**config.mk**
```make
export PLATFORM = sky130hd
export DESIGN_NAME = cpu_fsm_controller
export DESIGN_NICKNAME = d
export VERILOG_FILES = /design/src/rtl/cpu_ctrl_pkg.sv /design/src/rtl/cpu_fsm_controller_instr_decoder.sv /design/src/rtl/vDFFE.sv /design/src/rtl/cpu_fsm_controller.sv
export SDC_FILE = /design/constraint.sdc
export NUM_CORES = 1
export LEC_CHECK = 0
export CORE_ASPECT_RATIO = 0.5
export CORE_MARGIN = 2
export CORE_UTILIZATION = 37
export CTS_CLUSTER_DIAMETER = 200
export DETAILED_ROUTE_END_ITERATION = 12
export GPL_ROUTABILITY_DRIVEN = 0
export PLACE_DENSITY_LB_ADDON = 0.05
export SLEW_MARGIN = 5
export SYNTH_ARGS = -nofsm -noshare
export SYNTH_HDL_FRONTEND = slang
export SYNTH_SLANG_ARGS = --single-unit
```
**constraint.sdc**
```tcl
create_clock -name clk -period 1.35 [get_ports clk]
set_input_delay 0.2025 -clock clk [delete_from_list [all_inputs] [get_ports clk]]
set_output_delay 0.2025 -clock clk [all_outputs]
set_load 0.1 [all_outputs]
```
**src/rtl/cpu_ctrl_pkg.sv**
```systemverilog
// Shared types and constants for the CPU control FSM and its instruction decoder.
// Optional build macro ILLEGAL_OP_TRAP_EN adds the S_HALT trap state.
package cpu_ctrl_pkg;

  localparam logic [2:0] OPC_MOV = 3'b110;
  localparam logic [2:0] OPC_ALU = 3'b101;

  localparam logic [1:0] OP_MOV_IMM = 2'b10;
  localparam logic [1:0] OP_MOV_REG = 2'b00;
  localparam logic [1:0] OP_ADD     = 2'b00;
  localparam logic [1:0] OP_CMP     = 2'b01;
  localparam logic [1:0] OP_AND     = 2'b10;
  localparam logic [1:0] OP_MVN     = 2'b11;

  localparam logic [1:0] ALU_ADD = 2'b00;
  localparam logic [1:0] ALU_CMP = 2'b01;
  localparam logic [1:0] ALU_AND = 2'b10;
  localparam logic [1:0] ALU_MVN = 2'b11;

  localparam int OPC_LSB = 13;
  localparam int OP_LSB  = 11;
  localparam int RN_LSB  = 8;
  localparam int RD_LSB  = 5;
  localparam int SH_LSB  = 3;
  localparam int RM_LSB  = 0;

  typedef enum logic [2:0] {
    S_WAIT,
    S_DECODE,
    S_WRITE_IMM,
    S_GET_A,
    S_GET_B,
    S_ALU,
    S_WRITE_REG
`ifdef ILLEGAL_OP_TRAP_EN
    , S_HALT
`endif
  } state_t;

  // ADD and AND share a path: both read Rn and Rm, then write Rd.
  typedef enum logic [2:0] {
    CLS_MOV_IMM,
    CLS_MOV_REG,
    CLS_ALU_AB,
    CLS_CMP,
    CLS_MVN,
    CLS_UNDEF
  } instr_cls_t;

endpackage

```
**src/rtl/cpu_fsm_controller_instr_decoder.sv**
```systemverilog
// Combinational split of the instruction register into operand fields, ALU op and instruction class.
module instr_decoder
  import cpu_ctrl_pkg::*;
#(
  parameter int WORD_W = 16,
  parameter int REG_AW = 3
) (
  input  logic [15:0]       i_ir,
  output logic [REG_AW-1:0] o_rn,
  output logic [REG_AW-1:0] o_rd,
  output logic [REG_AW-1:0] o_rm,
  output logic [1:0]        o_sh,
  output logic [1:0]        o_alu_op,
  output logic [WORD_W-1:0] o_sximm8,
  output instr_cls_t        o_cls
);

  logic [2:0] w_opc;
  logic [1:0] w_op;

  assign w_opc    = i_ir[OPC_LSB +: 3];
  assign w_op     = i_ir[OP_LSB +: 2];
  assign o_rn     = i_ir[RN_LSB +: REG_AW];
  assign o_rd     = i_ir[RD_LSB +: REG_AW];
  assign o_rm     = i_ir[RM_LSB +: REG_AW];
  assign o_sh     = i_ir[SH_LSB +: 2];
  assign o_sximm8 = {{(WORD_W-8){i_ir[7]}}, i_ir[7:0]};

  always_comb begin
    o_cls    = CLS_UNDEF;
    o_alu_op = ALU_ADD;
    if (w_opc == OPC_MOV) begin
      if (w_op == OP_MOV_IMM)      o_cls = CLS_MOV_IMM;
      else if (w_op == OP_MOV_REG) o_cls = CLS_MOV_REG;
    end else if (w_opc == OPC_ALU) begin
      // ALU op field maps straight onto the ALU select for this opcode.
      o_alu_op = w_op;
      case (w_op)
        OP_CMP:  o_cls = CLS_CMP;
        OP_MVN:  o_cls = CLS_MVN;
        default: o_cls = CLS_ALU_AB;
      endcase
    end
  end

endmodule

```
**src/rtl/vDFFE.sv**
```systemverilog
// Load-enabled register with asynchronous active-low clear.
module vDFFE #(
  parameter int N = 1
) (
  input  logic         i_clk,
  input  logic         i_rst_n,
  input  logic         i_en,
  input  logic [N-1:0] i_d,
  output logic [N-1:0] o_q
);

  always_ff @(posedge i_clk or negedge i_rst_n) begin
    if (!i_rst_n)  o_q <= '0;
    else if (i_en) o_q <= i_d;
  end

endmodule

```
**src/rtl/cpu_fsm_controller.sv**
```systemverilog
// Moore FSM sequencing the 16-bit datapath controls from the instruction register.
// ILLEGAL_OP_TRAP_EN: undefined instructions halt with `illegal` raised instead of acting as NOPs.
module cpu_fsm_controller
  import cpu_ctrl_pkg::*;
#(
  parameter int WORD_W = 16,
  parameter int REG_AW = 3
) (
  input  logic              clk,
  input  logic              reset_n,
  input  logic              s,
  input  logic              load,
  input  logic [WORD_W-1:0] in,
  output logic              w,
  output logic [WORD_W-1:0] datapath_in,
  output logic              vsel,
  output logic [REG_AW-1:0] writenum,
  output logic              write,
  output logic [REG_AW-1:0] readnum,
  output logic              loada,
  output logic              loadb,
  output logic [1:0]        shift,
  output logic              asel,
  output logic              bsel,
  output logic [1:0]        ALUop,
  output logic              loadc,
  output logic              loads
`ifdef ILLEGAL_OP_TRAP_EN
  , output logic            illegal
`endif
);

  state_t            r_state;
  state_t            w_next;
  logic [WORD_W-1:0] r_ir;
  logic              w_ir_en;
  logic [REG_AW-1:0] w_rn, w_rd, w_rm;
  logic [1:0]        w_sh, w_alu_op;
  instr_cls_t        w_cls;

  // IR only captures while idle, so a busy instruction cannot be overwritten.
  assign w_ir_en = load && (r_state == S_WAIT);

  vDFFE #(.N(WORD_W)) u_ir (
    .i_clk   (clk),
    .i_rst_n (reset_n),
    .i_en    (w_ir_en),
    .i_d     (in),
    .o_q     (r_ir)
  );

  instr_decoder #(.WORD_W(WORD_W), .REG_AW(REG_AW)) u_dec (
    .i_ir     (r_ir[15:0]),
    .o_rn     (w_rn),
    .o_rd     (w_rd),
    .o_rm     (w_rm),
    .o_sh     (w_sh),
    .o_alu_op (w_alu_op),
    .o_sximm8 (datapath_in),
    .o_cls    (w_cls)
  );

  assign shift = w_sh;

  always_ff @(posedge clk or negedge reset_n) begin
    if (!reset_n) r_state <= S_WAIT;
    else          r_state <= w_next;
  end

  always_comb begin
    w_next   = r_state;
    w        = 1'b0;
    vsel     = 1'b0;
    write    = 1'b0;
    writenum = '0;
    readnum  = '0;
    loada    = 1'b0;
    loadb    = 1'b0;
    loadc    = 1'b0;
    loads    = 1'b0;
    asel     = 1'b0;
    bsel     = 1'b0;
    ALUop    = ALU_ADD;
`ifdef ILLEGAL_OP_TRAP_EN
    illegal  = 1'b0;
`endif
    case (r_state)
      S_WAIT: begin
        w = 1'b1;
        if (s) w_next = S_DECODE;
      end
      S_DECODE: begin
        case (w_cls)
          CLS_MOV_IMM:          w_next = S_WRITE_IMM;
          CLS_MOV_REG, CLS_MVN: w_next = S_GET_B;
          CLS_ALU_AB, CLS_CMP:  w_next = S_GET_A;
`ifdef ILLEGAL_OP_TRAP_EN
          default:              w_next = S_HALT;
`else
          default:              w_next = S_WAIT;
`endif
        endcase
      end
      S_WRITE_IMM: begin
        vsel     = 1'b1;
        write    = 1'b1;
        writenum = w_rn;
        w_next   = S_WAIT;
      end
      S_GET_A: begin
        readnum = w_rn;
        loada   = 1'b1;
        w_next  = S_GET_B;
      end
      S_GET_B: begin
        readnum = w_rm;
        loadb   = 1'b1;
        w_next  = S_ALU;
      end
      S_ALU: begin
        ALUop = w_alu_op;
        asel  = (w_cls == CLS_MOV_REG) || (w_cls == CLS_MVN);
        if (w_cls == CLS_CMP) begin
          loads  = 1'b1;
          w_next = S_WAIT;
        end else begin
          loadc  = 1'b1;
          w_next = S_WRITE_REG;
        end
      end
      S_WRITE_REG: begin
        write    = 1'b1;
        writenum = w_rd;
        w_next   = S_WAIT;
      end
`ifdef ILLEGAL_OP_TRAP_EN
      S_HALT: illegal = 1'b1;
`endif
      default: w_next = S_WAIT;
    endcase
  end

endmodule
```
==> metrics.md, run 1 <==
| Metric | Value |
|---|---|
| CP Max Fanout | `6` |
| Gr usage total | `~18%` |
| WP data required | `1.15 ns` |
| Post-route ant nets | `0` |
| Minimum clock period | `~1.7 ns` |
| Vias | `between 900 and 1000` |
| Setup slack after layout | `-0.339 ns` |
| Tcrit/Tclk final | `125%` |
| Top cell type's share of synthesized area | `between 30% and 40%` |
| Netlist Area Pre-Place | `between 1000 and 1500 um2` |
| Flops & latches, synth | `19` |
| Vias per std cell | `just under 5` |
| Number of I/O port buffers | `53` |
| # nets final | `roughly 190` |
| Clk sinks | `19` |
| Largest net degree at the start of global routing | `20` |
| Vias in the first global route | `~1000` |
| First-pass GRT wire length | `~5000 um` |
| H-tree lvl count | `1` |
| Reg2Reg Depth | `5` |
| Final setup viols | `32` |
| Outcome | `complete, but fails checks` |
| Number of flops mapped to enable cells by yosys | `0` |
| Origin of the worst setup path | `r_state[1]` |
| Clock Skew | `around 0.006 ns` |
| Ant. Diodes | `0` |
| Failing checks | `setup timing` |
| RR Startpoint | `r_state[2]` |
| Grt ovf | `0` |
| Max-Cap Viols | `0` |
| Cell taking the most area after synthesis | `dfrtp_1` |
| CTS Buf Count | `3` |
| Post-synthesis net count | `124` |
| Worst Setup EP | `loads` |
| Clock slew at reported path FFs | `approximately 0.070 ns` |
| Core Rows | `14` |
| Commonest non-fill, non-tap cell in the layout | `buf_12` |
| Starting Density | `39.4%` |
| Setup slack, reg-to-reg | `-0.22 ns` |
| Mapped Avg Cell Area | `approximately 12 um2` |
| Worst Hold Class | `primary input to asynchronous set/reset pin` |
| Top cells by area, synth | `dfrtp_1 (40%), mux2_4 (13%), buf_4 (12%)` |
| Data arrival, critical path | `1.49 ns` |
| Fraction of layout cells with a size suffix above 1 | `between 60% and 70%` |
| Hold-fix buffer count after cts | `0` |
| Placed cell areas | `2080 um2` |
| Design Area, Final | `2400 um2` |
| Final hold vios | `0` |
| Most frequent cells in the layout | `buf_12 (35), clkdlybuf4s50_1 (19), mux2_4 (16), buf_4 (16), dfrtp_1 (15)` |
| Ports | `between 50 and 60` |
| Nature of the critical path startpoint | `flop` |
| Die X | `around 85 um` |
| Die area | `between 3000 and 4000 um2` |
| RSZ-0062 raised after global routing | `yes` |
| Initial DRC count | `16` |
| Clk Latency, worst-skew pair | `roughly 0.26 ns` |
| CP Capture Type | `primary output` |
| Chip Height | `between 40 and 50 um` |
| Sequential-to-total area share from yosys stat | `between 30% and 40%` |
| Critical Setup Path Class | `flop to primary output` |
| Synth unique cells | `34` |
| Max frequency | `0.592 GHz` |
| Antenna violations before repair | `0` |
| Core area | `about 3000 um2` |
| Post-synth ARST share | `between 90% and 100%` |
| DRC | `0` |
| Fill cells | `between 150 and 200` |
| Drt pass-1 iters | `4` |
| TritonCTS clock tree | `built` |
| Final Max Tran Viols | `0` |
| Final Util | `between 70% and 80%` |
| Post-synth top flop | `dfrtp_1` |
| Syn Inst Count | `104` |
| Worst r2r dst | `u_ir.o_q[9]` |
| Root Buffer | `clkbuf_8` |
| CTS Buffer Depth | `2` |
| Routed WL | `between 3000 and 4000 um` |
| DP HPWL | `approximately 2100 um` |
| Drt wl/cell | `around 15 um` |
| Synth warn | `0` |
| P&R area growth vs syn | `99.5%` |
## kinds of logic after synthesis
| group | synth area share (%) |
|---|---|
| DFF | 39.6 |
| other | 0.312 |
| AOI/OAI and AO/OA | 5.73 |
| and+or+nand+nor | 16.4 |
| muxes | 20.6 |
| buffers and inverters | 17.4 |
## stage by stage
stage	hold WS, ns	setup WS, ns	TNS, ns	std cells
6_report	0.280	-0.339	-7.31	205
5_1_grt	0.319	-0.391	-9.09	205
4_1_cts	0.290	-0.315	-7.94	206
3_5_place_dp	0.530	-0.225	-4.34	189
3_3_place_gp	0.526	-0.177	-3.52	189
2_1_floorplan	-0.0931	-0.897	-21.98	104
## layout make-up
type | instances | area (um2) | share of cell area, %
timing repair buffer | 81 | 1140 | 47.5
sequential | 19 | 480 | 20.1
clock buffer | 4 | 45.0 | 1.88
tap | 40 | 50.0 | 2.09
multi-input combinational | 60 | 676 | 28.2
inverter | 1 | 6.26 | 0.261
## synth_stat cells, drive strengths merged (2+ instances only)
| cell type | n |
|---|---|
| a22o | 3 |
| mux2i | 3 |
| nand3b | 2 |
| mux2 | 16 |
| nor2 | 9 |
| and3b | 2 |
| nand2 | 3 |
| buf | 24 |
| nor3 | 3 |
| dfrtp | 19 |
| o21ai | 3 |
| and2 | 3 |
## registers in the layout (all words and copies together), names as in the netlist
register,flops
r_state,3
u_ir.o_q,16
## critical path: stages (launching register included)
cell and delay [ns]:
dfrtp_2 0.46, nand3b_1 0.24, buf_6 0.18, nor3_4 0.14
buf_12 0.20
## worst min path at each step
stage	end	slack (ns)	cells past startpoint
6_report	r_state[1]	0.28	2
2_1_floorplan	r_state[0]	-0.09	0
5_1_grt	u_ir.o_q[14]	0.32	2
3_5_place_dp	u_ir.o_q[8]	0.53	1
4_1_cts	u_ir.o_q[3]	0.29	2
3_3_place_gp	u_ir.o_q[9]	0.53	1
## layer usage
layer  share of wire, %  GRT usage (%)
met2                 48           28.5
met3                6.3           5.41
met1                 45           23.6
met5                  0              0
met4               0.62           5.71
## repair_timing
action                                  4_1_cts  5_1_grt
pin swaps                                     9       11
endpoints found under the setup margin       33       34
buffers inserted                             13        5
cloned                                        1        0
resized for setup                            39       10
Power of run 1 is not shown: default switching activity piles up to over one toggle a cycle in this logic, so the estimate is an artifact.
==> run 2, diff against run 1 <==
--- a/config.mk
+++ b/config.mk
@@ -14,2 +14,3 @@
 export PLACE_DENSITY_LB_ADDON = 0.05
+export RECOVER_POWER = 25
 export SLEW_MARGIN = 5
==> constraint.sdc (replaced) <==
create_clock -name clk -period 1.35 [get_ports clk]
set_input_delay 0.27 -clock clk [delete_from_list [all_inputs] [get_ports clk]]
set_output_delay 0.27 -clock clk [all_outputs]
set_load 0.1 [all_outputs]
==> run 2 against run 1 <==
  * The flow still finishes with violations (setup timing)
  * Routed wire length is 2.0% lower
  * Clock-buffer cell count is 1 lower
  * Final cell count is 0.98% higher
  * Critical path type unchanged
==> metrics.md, run 2 (synthesis gave the netlist of run 1 again) <==
| Metric | Value |
|---|---|
| Final setup viols | `32 (unchanged)` |
| Gr usage total | `17.1% (was 17.8%)` |
| RSZ-0062 raised after global routing | `yes (unchanged)` |
| WP data required | `1.08 ns (was 1.15 ns)` |
| Placed cells | `192 (was 189)` |
| Starting Density | `39.4% (unchanged)` |
| Chip Height | `44.3 um (unchanged)` |
| Data arrival, critical path | `1.49 ns (about the same)` |
| Vias | `976 (was 985)` |
| Core Rows | `14 (unchanged)` |
| Ant. Diodes | `0 (unchanged)` |
| Tcrit/Tclk final | `130% (was 125%)` |
| Grt ovf | `0 (unchanged)` |
| M1 GR Usage | `22.8% (was 23.6%)` |
| Worst r2r dst | `u_ir.o_q[6] (was u_ir.o_q[9])` |
| Hold-fix buffer count after cts | `0 (unchanged)` |
| Clk sinks | `19 (unchanged)` |
| Vias per std cell | `4.71 (was 4.80)` |
| Clk Latency, worst-skew pair | `0.26 ns (about the same)` |
| Most frequent cells in the layout | `buf_12 (35), clkdlybuf4s50_1 (18), buf_4 (18) (was buf_12 (35), clkdlybuf4s50_1 (19), mux2_4 (16), buf_4 (16), dfrtp_1 (15))` |
| GR met2 Demand/Resource | `28.3% (was 28.5%)` |
| # nets final | `188 (was 186)` |
| Clock slew at reported path FFs | `0.08 ns (was 0.07 ns)` |
| CP Max Fanout | `4 (was 6)` |
| Number of I/O port buffers | `53 (unchanged)` |
| CP Capture Type | `primary output (unchanged)` |
| Largest net degree at the start of global routing | `20 (unchanged)` |
| Setup slack, reg-to-reg | `-0.32 ns (was -0.22 ns)` |
| Setup TNS | `-9.90 ns (was -7.31 ns)` |
| Biggest regs | `u_ir.o_q (16), r_state (3) (unchanged)` |
| Max-Cap Viols | `0 (unchanged)` |
| Clock Skew | `0.00843 ns (was 0.00595 ns)` |
| Root Buffer | `clkbuf_8 (unchanged)` |
| Critical Setup Path Class | `flop to primary output (unchanged)` |
| GR peak layer | `met2 (unchanged)` |
| Nature of the critical path startpoint | `flop (unchanged)` |
| Met3 usage | `5.97% (was 5.41%)` |
| Dpl ws | `-0.281 ns (was -0.225 ns)` |
| DP HPWL | `2160 um (was 2070 um)` |
| Largest reg by FF count | `u_ir.o_q (unchanged)` |
| Initial DRC count | `29 (was 16)` |
| Core area | `3050 um2 (unchanged)` |
| Antenna violations before repair | `0 (unchanged)` |
| Outcome | `complete, but fails checks (unchanged)` |
| Hold slack | `0.482 ns (was 0.280 ns)` |
| Worst Hold Class | `primary input to asynchronous set/reset pin (unchanged)` |
| RR Startpoint | `r_state[1] (was r_state[2])` |
| Minimum clock period | `1.76 ns (was 1.69 ns)` |
| Setup slack after layout | `-0.406 ns (was -0.339 ns)` |
| Routed WL | `3020 um (was 3080 um)` |
| Commonest non-fill, non-tap cell in the layout | `buf_12 (unchanged)` |
| Vias in the first global route | `992 (was 1009)` |
| Failing checks | `setup timing (unchanged)` |
| Ports | `55 (unchanged)` |
| Fraction of layout cells with a size suffix above 1 | `67.7% (was 68.5%)` |
| Finished Layout Cells | `207 (was 205)` |
| Flip-flop count of the largest register after layout | `16 (unchanged)` |
| Reg2Reg Depth | `5 (unchanged)` |
| CTS Buffer Depth | `2 (unchanged)` |
| Die X | `84.6 um (unchanged)` |
| P&R area growth vs syn | `99.4% (was 99.5%)` |
| TritonCTS clock tree | `built (unchanged)` |
| Drt pass-1 iters | `4 (unchanged)` |
| Die area | `3750 um2 (unchanged)` |
| Fill cells | `203 (was 189)` |
| Max frequency | `0.569 GHz (was 0.592 GHz)` |
| DRC | `0 (unchanged)` |
| Drt wl/cell | `14.6 um (was 15.0 um)` |
| First-pass GRT wire length | `4880 um (was 5030 um)` |
| CTS Buf Count | `3 (unchanged)` |
| Final Max Tran Viols | `0 (unchanged)` |
| Post-route ant nets | `0 (unchanged)` |
| H-tree lvl count | `1 (unchanged)` |
| Final hold vios | `0 (unchanged)` |
[run 2: changes by cell type in the layout (fill, tap and decap cells not counted), sizes merged]
cell / delta
clkinvlp: +1
inv: -1
clkdlybuf4s50: -1
and2: +1
clkinv: +1
dlygate4sd3: +1
[run 2: stage by stage]
stage | util [%] | cell area [um2]
5_1_grt | 78.6 | 2390
3_3_place_gp | 70.9 | 2160
3_5_place_dp | 70.9 | 2160
4_1_cts | 78.2 | 2380
2_1_floorplan | - | 1310
6_report | 78.6 | 2390
[run 2: worst max-delay path, cell delays in order, from the launching register on]
cell      delay [ns]
dfrtp_1         0.39
nand3b_1        0.29
nor2_1          0.30
nor2_4          0.07
buf_12          0.17
[run 2: worst max-delay path by stage]
| stage | startpoint | end | slack, ns | depth (start not counted) |
|---|---|---|---|---|
| 6_report | u_ir.o_q[14] | loadc | -0.41 | 4 |
| 5_1_grt | r_state[1] | loads | -0.46 | 4 |
| 4_1_cts | r_state[1] | loads | -0.40 | 4 |
| 3_5_place_dp | r_state[0] | write | -0.28 | 4 |
| 3_3_place_gp | r_state[1] | write | -0.25 | 3 |
| 2_1_floorplan | r_state[1] | u_ir.o_q[0] | -0.90 | 6 |
[run 2: timing repair]
action / CTS / global route
buffers inserted: 10 / 2
pin swaps: 10 / 5
cloned: 1 / 0
resized for setup: 27 / 4
setup endpoints to repair: 41 / 44
[run 2: area by class of cell]
type	instances	area (um2)	share of cell area (%)
multi-input cells	61	679	28.4
repair buffers	82	1130	47.3
flip-flops and latches	19	479	20.0
clock inverters	1	5.00	0.209
inverters	1	7.51	0.313
clock buffers	3	41.3	1.72
well taps	40	50.0	2.09
[run 2: routing by layer]
metal	share of wire [%]	vias up
met1	47	464
met2	45	45
met5	0	-
met3	7.3	2
li1	-	465
met4	0.36	0
Power of run 2 is left out for the same reason.
